===== config.mk =====
export PLATFORM = sky130hd
export DESIGN_NAME = flush_ctrl
export DESIGN_NICKNAME = d
export VERILOG_FILES = /design/src/rtl/flush_pkg.sv /design/src/rtl/flush_ctrl.sv
export SDC_FILE = /design/constraint.sdc
export NUM_CORES = 1
export LEC_CHECK = 0
export ABC_AREA = 1
export CORE_MARGIN = 4
export CORE_UTILIZATION = 59
export CTS_BUF_LIST = sky130_fd_sc_hd__clkbuf_8 sky130_fd_sc_hd__clkbuf_16
export DETAILED_ROUTE_END_ITERATION = 8
export PLACE_DENSITY = 0.82
export SLEW_MARGIN = 40
export SYNTH_ARGS = -nofsm -noshare
export SYNTH_HDL_FRONTEND = slang
export SYNTH_SLANG_ARGS = --single-unit

===== constraint.sdc =====
create_clock -name clk -period 2.4 [get_ports clk]
set_input_delay 0.6 -clock clk [delete_from_list [all_inputs] [get_ports clk]]
set_output_delay 0.6 -clock clk [all_outputs]
set_load 0.05 [all_outputs]

===== src/rtl/flush_pkg.sv =====
// Shared types and defaults for the pipeline flush controller.
package flush_pkg;

    typedef enum logic [1:0] {
        ST_IDLE  = 2'd0,
        ST_DRAIN = 2'd1,
        ST_FLUSH = 2'd2,
        ST_DONE  = 2'd3
    } state_e;

    localparam int CNT_W            = 8;
    localparam int FLUSH_CYCLES_DEF = 2;
    localparam int TIMEOUT_DEF      = 16;

endpackage


===== src/rtl/flush_ctrl.sv =====
// Flush controller: drains in-flight work (bounded by TIMEOUT), then holds
// flush for FLUSH_CYCLES and pulses done. force_flush skips the drain.
module flush_ctrl
    import flush_pkg::*;
#(
    parameter int FLUSH_CYCLES = FLUSH_CYCLES_DEF,
    parameter int TIMEOUT      = TIMEOUT_DEF
) (
    input  logic clk,
    input  logic rst_n,
    input  logic req_valid,
    output logic req_ready,
    input  logic force_flush,
    input  logic pipe_busy,
    output logic flush,
    output logic done,
    output logic timed_out
);

    localparam logic [CNT_W-1:0] FLUSH_LAST = CNT_W'(FLUSH_CYCLES - 1);
    localparam logic [CNT_W-1:0] DRAIN_LAST = CNT_W'(TIMEOUT - 1);

    state_e           state_q, state_d;
    logic [CNT_W-1:0] cnt_q, cnt_d;
    logic             to_q, to_d;
    logic             flush_q, done_q;
    logic             accept;

    assign req_ready = (state_q == ST_IDLE) & ~force_flush;
    assign accept    = req_valid & req_ready;

    always_comb begin
        state_d = state_q;
        cnt_d   = cnt_q;
        to_d    = to_q;
        unique case (state_q)
            ST_IDLE: begin
                if (force_flush) begin
                    state_d = ST_FLUSH;
                    cnt_d   = '0;
                end else if (accept) begin
                    state_d = ST_DRAIN;
                    cnt_d   = '0;
                    to_d    = 1'b0;
                end
            end
            ST_DRAIN: begin
                if (force_flush || !pipe_busy) begin
                    state_d = ST_FLUSH;
                    cnt_d   = '0;
                end else if (cnt_q == DRAIN_LAST) begin
                    state_d = ST_FLUSH;
                    cnt_d   = '0;
                    to_d    = 1'b1;
                end else begin
                    cnt_d = cnt_q + 1'b1;
                end
            end
            ST_FLUSH: begin
                // A force mid-flush restarts the whole window.
                if (force_flush) begin
                    cnt_d = '0;
                end else if (cnt_q == FLUSH_LAST) begin
                    state_d = ST_DONE;
                    cnt_d   = '0;
                end else begin
                    cnt_d = cnt_q + 1'b1;
                end
            end
            ST_DONE: begin
                if (force_flush) begin
                    state_d = ST_FLUSH;
                    cnt_d   = '0;
                end else begin
                    state_d = ST_IDLE;
                end
            end
            default: begin
                state_d = ST_IDLE;
                cnt_d   = '0;
            end
        endcase
    end

    // flush/done come straight from flops so downstream sees clean levels.
    always_ff @(posedge clk or negedge rst_n) begin
        if (!rst_n) begin
            state_q <= ST_IDLE;
            cnt_q   <= '0;
            to_q    <= 1'b0;
            flush_q <= 1'b0;
            done_q  <= 1'b0;
        end else begin
            state_q <= state_d;
            cnt_q   <= cnt_d;
            to_q    <= to_d;
            flush_q <= (state_d == ST_FLUSH);
            done_q  <= (state_d == ST_DONE);
        end
    end

    assign flush     = flush_q;
    assign done      = done_q;
    assign timed_out = to_q;

endmodule


======== After elaboration in Yosys (flattened, before gate mapping) ========
Cells that the tools add are included.
operators by class
  add/sub/neg operators ................... 1
  equality and inequality tests ........... 13
  muxes and demuxes ....................... 21
  bitwise logic cells ..................... 3
  reduce and logical (&&, ||, !) cells .... 6
operators by type and width
  kind                   count
  $mux W8                7
  $pmux W8 S4            1
  $mux W2                7
  $ne A2 B2 Y1 const B   5
  $add A8 B1 Y8 const B  1
  $eq A2 B2 Y1 const B   4
  $eq A8 B1 Y1 const B   1
  $eq A8 B4 Y1 const B   1
  $pmux W2 S4            1
  $reduce_and A5 Y1      1
  $mux W1                4
  $ne A3 B3 Y1 const B   1
  $and A1 B1 Y1          2
  $eq A2 B1 Y1 const B   1
  $logic_not A2 Y1       1
  $pmux W1 S2            1
  $reduce_and A2 Y1      1
  $reduce_bool A2 Y1     1
  $logic_not A1 Y1       1
  $logic_or A1 B1 Y1     1
  $not A1 Y1             1
word-level totals
  register bits ........................... 13
  input port bits ......................... 5

======== Longest topological paths before layout ========
  word-level depth ........................ 7
  mapped depth ............................ 11
  gate-level depth less buffers ........... 11

======== Worst setup path after synthesis ========
OpenSTA, ideal clock, no wires.
  path kind ............................... register to register
  from .................................... register state_q[1]
  to ...................................... register flush_q (netlist: flush)
  arrival time ............................ 1896 ps
  setup slack ............................. 386 ps
  cell stages (with the launch flop) ...... 10
  path buffers ............................ 0
  period minus slack after synthesis ...... 2014 ps
  cells stage by stage .................... dfrtp_1 > inv_1 > ha_1 > inv_1 > nor2_1 > nand2_1 > inv_2 > o211ai_1 > nand2_2 > nor2_2
on the way
  cells in the longest elaborated chain, start to end .. 7
RTL lines
  item                    line              RTL
  start, declared         flush_ctrl.sv:23  state_e state_q, state_d;
  start signal, assigned  flush_ctrl.sv:94  state_q <= state_d;
  $logic_not A2 Y1        flush_ctrl.sv:29  assign req_ready = (state_q == ST_IDLE) & ~force_flush;
  $and A1 B1 Y1           flush_ctrl.sv:29
  named net req_ready     flush_ctrl.sv:12  output logic req_ready,
  $and A1 B1 Y1           flush_ctrl.sv:30  assign accept = req_valid & req_ready;
  $mux W2                 flush_ctrl.sv:41  end else if (accept) begin
  $mux W2                 flush_ctrl.sv:38  if (force_flush) begin
  $pmux W2 S4             flush_ctrl.sv:36  unique case (state_q)
  named net state_d[0]    flush_ctrl.sv:23
  $eq A2 B2 Y1            flush_ctrl.sv:97  flush_q <= (state_d == ST_FLUSH);
  end signal, assigned    flush_ctrl.sv:97
  end, declared           flush_ctrl.sv:26  logic flush_q, done_q;
The timed path passes the listed nets, and every way through them passes these cells.
A chain may end at the register's enable or synchronous reset.

======== Final worst setup path ========
  from .................................... input force_flush
  to ...................................... output req_ready
on the way
  cells in the longest elaborated chain, start to end .. 2
RTL lines
  item             line              RTL
  start, declared  flush_ctrl.sv:13  input logic force_flush,
  $not A1 Y1       flush_ctrl.sv:29
  $and A1 B1 Y1    flush_ctrl.sv:29
  end, declared    flush_ctrl.sv:12
Every way passes these cells.

==> impl_metrics.yaml <==
run_status:
  outcome: "completed"
finish:
  post-route-cell-area_sq_um: 1040
  num_antenna_cells: 0
  drive_gt1_share_pct: 17.6
  area_delta_synth_final_pct: 15.8
  finalNonFillerCells: 140
  final_nets: 139
worst_hold_path:
  min_from: "timed_out$_DFFE_PN0P_"
  min_to: "timed_out$_DFFE_PN0P_"
  hold_depth: 2
  hp-class: "reg -> reg"
power:
  ir_worst_vdd_mv: 0.845
  power_density_nw_per_um2: 930
  leakage_nw: 0.538
  power.total_uw: 972
sta:
  timing.final.crit_share_pct: 88.2
  worstMarginPinSlew_ns: 0.572
  max-slew-margin-rel_pct: 61.7
  post-route-min-period_ns: 2.12
  fmax_mhz: 472
  finalSetupViolations: 0
  holdWs_ns: 0.499
  rsz0062_at_grt: "no"
  finalMaxSlewViolations: 0
  setup-tns-final_ns: 0
  clock_skew_ns: 0.00231
  final_hold_viol_count: 0
cts:
  cts_buffers: 3
  clock-root-buffer: "clkbuf_8"
  cts_setup_buffers: 0
  cts_tree: "built"
  post_cts_resize_count: 0
  clkSinkCount: 13
  h-tree-depth: 1
  ctsHoldBuffers: 0
  clockBufferDepth: 2
  path_clk_slew_ns: 0.06
  clk_latency_ns: 0.25
worst_setup_path:
  cp.arrival_ns: 1.52
  worstPathRequired_ns: 1.80
  startpoint: "force_flush"
  critical_path.max_fanout: 4
  endpoint_kind: "primary output"
  path_class: "in -> out"
  reg2reg_to: "done$_DFF_PN0_"
  r2r_cells: 10
  ff2ff_setup_slack_ns: 0.76
  critPathLaunchType: "input port"
  r2r_start: "state_q[0]$_DFF_PN0_"
floorplan:
  rows: 13
  start_util_pct: 66.0
  die_y_um: 47.1
  dieArea_sq_um: 2220
  core_sq_um: 1370
  die_x_um: 47.1
  pin_count: 9
detailed_routing:
  first_pass_iters: 4
  wl_per_cell_um: 13.9
  route.detailed.drc: 0
  viasPerCell: 5.47
  drtAntennaViolNets: 0
  vias: 766
  drt-total-wl_um: 1940
  drt_iter0_drc: 13
yosys:
  synth_area_leader_cell: "dfrtp_1"
  synthTopCellsByArea: "dfrtp_1 36%, ha_1 11%, nand2_1 10%"
  synthFlopType: "dfrtp_1"
  yosys_register_bits: 13
  syn_avg_cell_area_sq_um: 7.91
  synth_nets: 127
  synth_top_area_share_pct: 36.1
  synthTopCellsByCount: "25 x nand2_1, 16 x inv_1, 13 x dfrtp_1"
  synth_cell_type_count: 22
  async_flop_share_pct: 100
  syn-cell-area_sq_um: 902
  synth-edff-count: 0
  synthCells: 114
  synth_seq_area_share_pct: 36.1
  yosysWarnings: 0
  yosysMostFrequentCell: "nand2_1"
grt:
  grt_pass1_vias: 767
  antenna_found_initial: 0
  grtUsageTotal_pct: 23.1
  grt-ovfl-total: 0
  grt_max_degree: 16
  grt_pass1_wl_um: 3490
place:
  post-place-cells: 136
  port_buffers: 8
  postPlaceCellArea_sq_um: 1000
  place_congestion: 0.790
  dp_hpwl_um: 1380
flow_run:
  maxCapViolations: 0
==> worst max-delay path: stages <==
cell	delay (ns)
clkdlybuf4s50_1	0.46
nor2_1	0.27
buf_12	0.18
==> worst max-delay path by stage <==
stage | endpoint | slack [ns]
final | req_ready | 0.28
after global routing | req_ready | 0.22
after CTS | req_ready | 0.29
after detailed placement | req_ready | 0.30
after global placement | req_ready | 0.32
after floorplan | flush$_DFF_PN0_ | 0.39
==> cell families after synthesis <==
group,synth area share [%]
compound gates,13.6
xor+xnor,2.91
fa+ha+maj,11.1
buf+inv,8.74
flops,36.1
simple gates,27.6
==> routing by layer <==
| metal | up-vias | global-route usage [%] | part of all wire [%] |
|---|---|---|---|
| li1 | 379 | - | - |
| met1 | 352 | 28.6 | 44 |
| met2 | 26 | 36.9 | 48 |
| met3 | 9 | 6.90 | 5.4 |
| met4 | 0 | 11.0 | 3.2 |
| met5 | - | 0 | 0 |
==> per-stage QoR <==
| stage | worst slack (ns) | utilization (%) |
|---|---|---|
| after global placement | 0.324 | 73.2 |
| final | 0.284 | 76.5 |
| after CTS | 0.292 | 76.5 |
| after detailed placement | 0.295 | 73.2 |
| after global routing | 0.217 | 76.5 |
| after floorplan | 0.386 | - |
==> sequential cells by signal (all words and copies together), names as in the netlist <==
name	flops
cnt_q	8
done	1
flush	1
state_q	2
timed_out	1
==> final cells by class <==
class	count	area, sq um
multi-input cells	82	498
flip-flops and latches	13	325
fillers	100	322
repair buffers	8	90.1
inverters	18	67.6
clock buffers	3	41.3
well taps	15	18.8
clock inverters	1	3.75
==> report_power, final <==
group / switching (mW) / internal, mW / total [mW] / leakage (nW)
Combinational: 0.315 / 0.166 / 0.481 / 0.335
Sequential: 0.0367 / 0.256 / 0.293 / 0.177
Clock: 0.0852 / 0.113 / 0.198 / 0.0269
Total: 0.437 / 0.535 / 0.972 / 0.538
==> placed cells by master, fill, tap and decap left out, types with 3 or more instances in the layout <==
master / netlist / layout
nor2_1: 9 / 9
a21oi_1: 6 / 6
nand3_1: 3 / 3
clkdlybuf4s50_1: 0 / 7
o21ai_0: 4 / 4
nor2_2: 3 / 3
inv_1: 16 / 17
clkbuf_8: 0 / 3
dfrtp_1: 13 / 13
nand2_2: 7 / 7
ha_1: 8 / 8
xor2_1: 3 / 3
nand2_1: 25 / 25
Note: power is estimated with default switching activity, not from simulation.
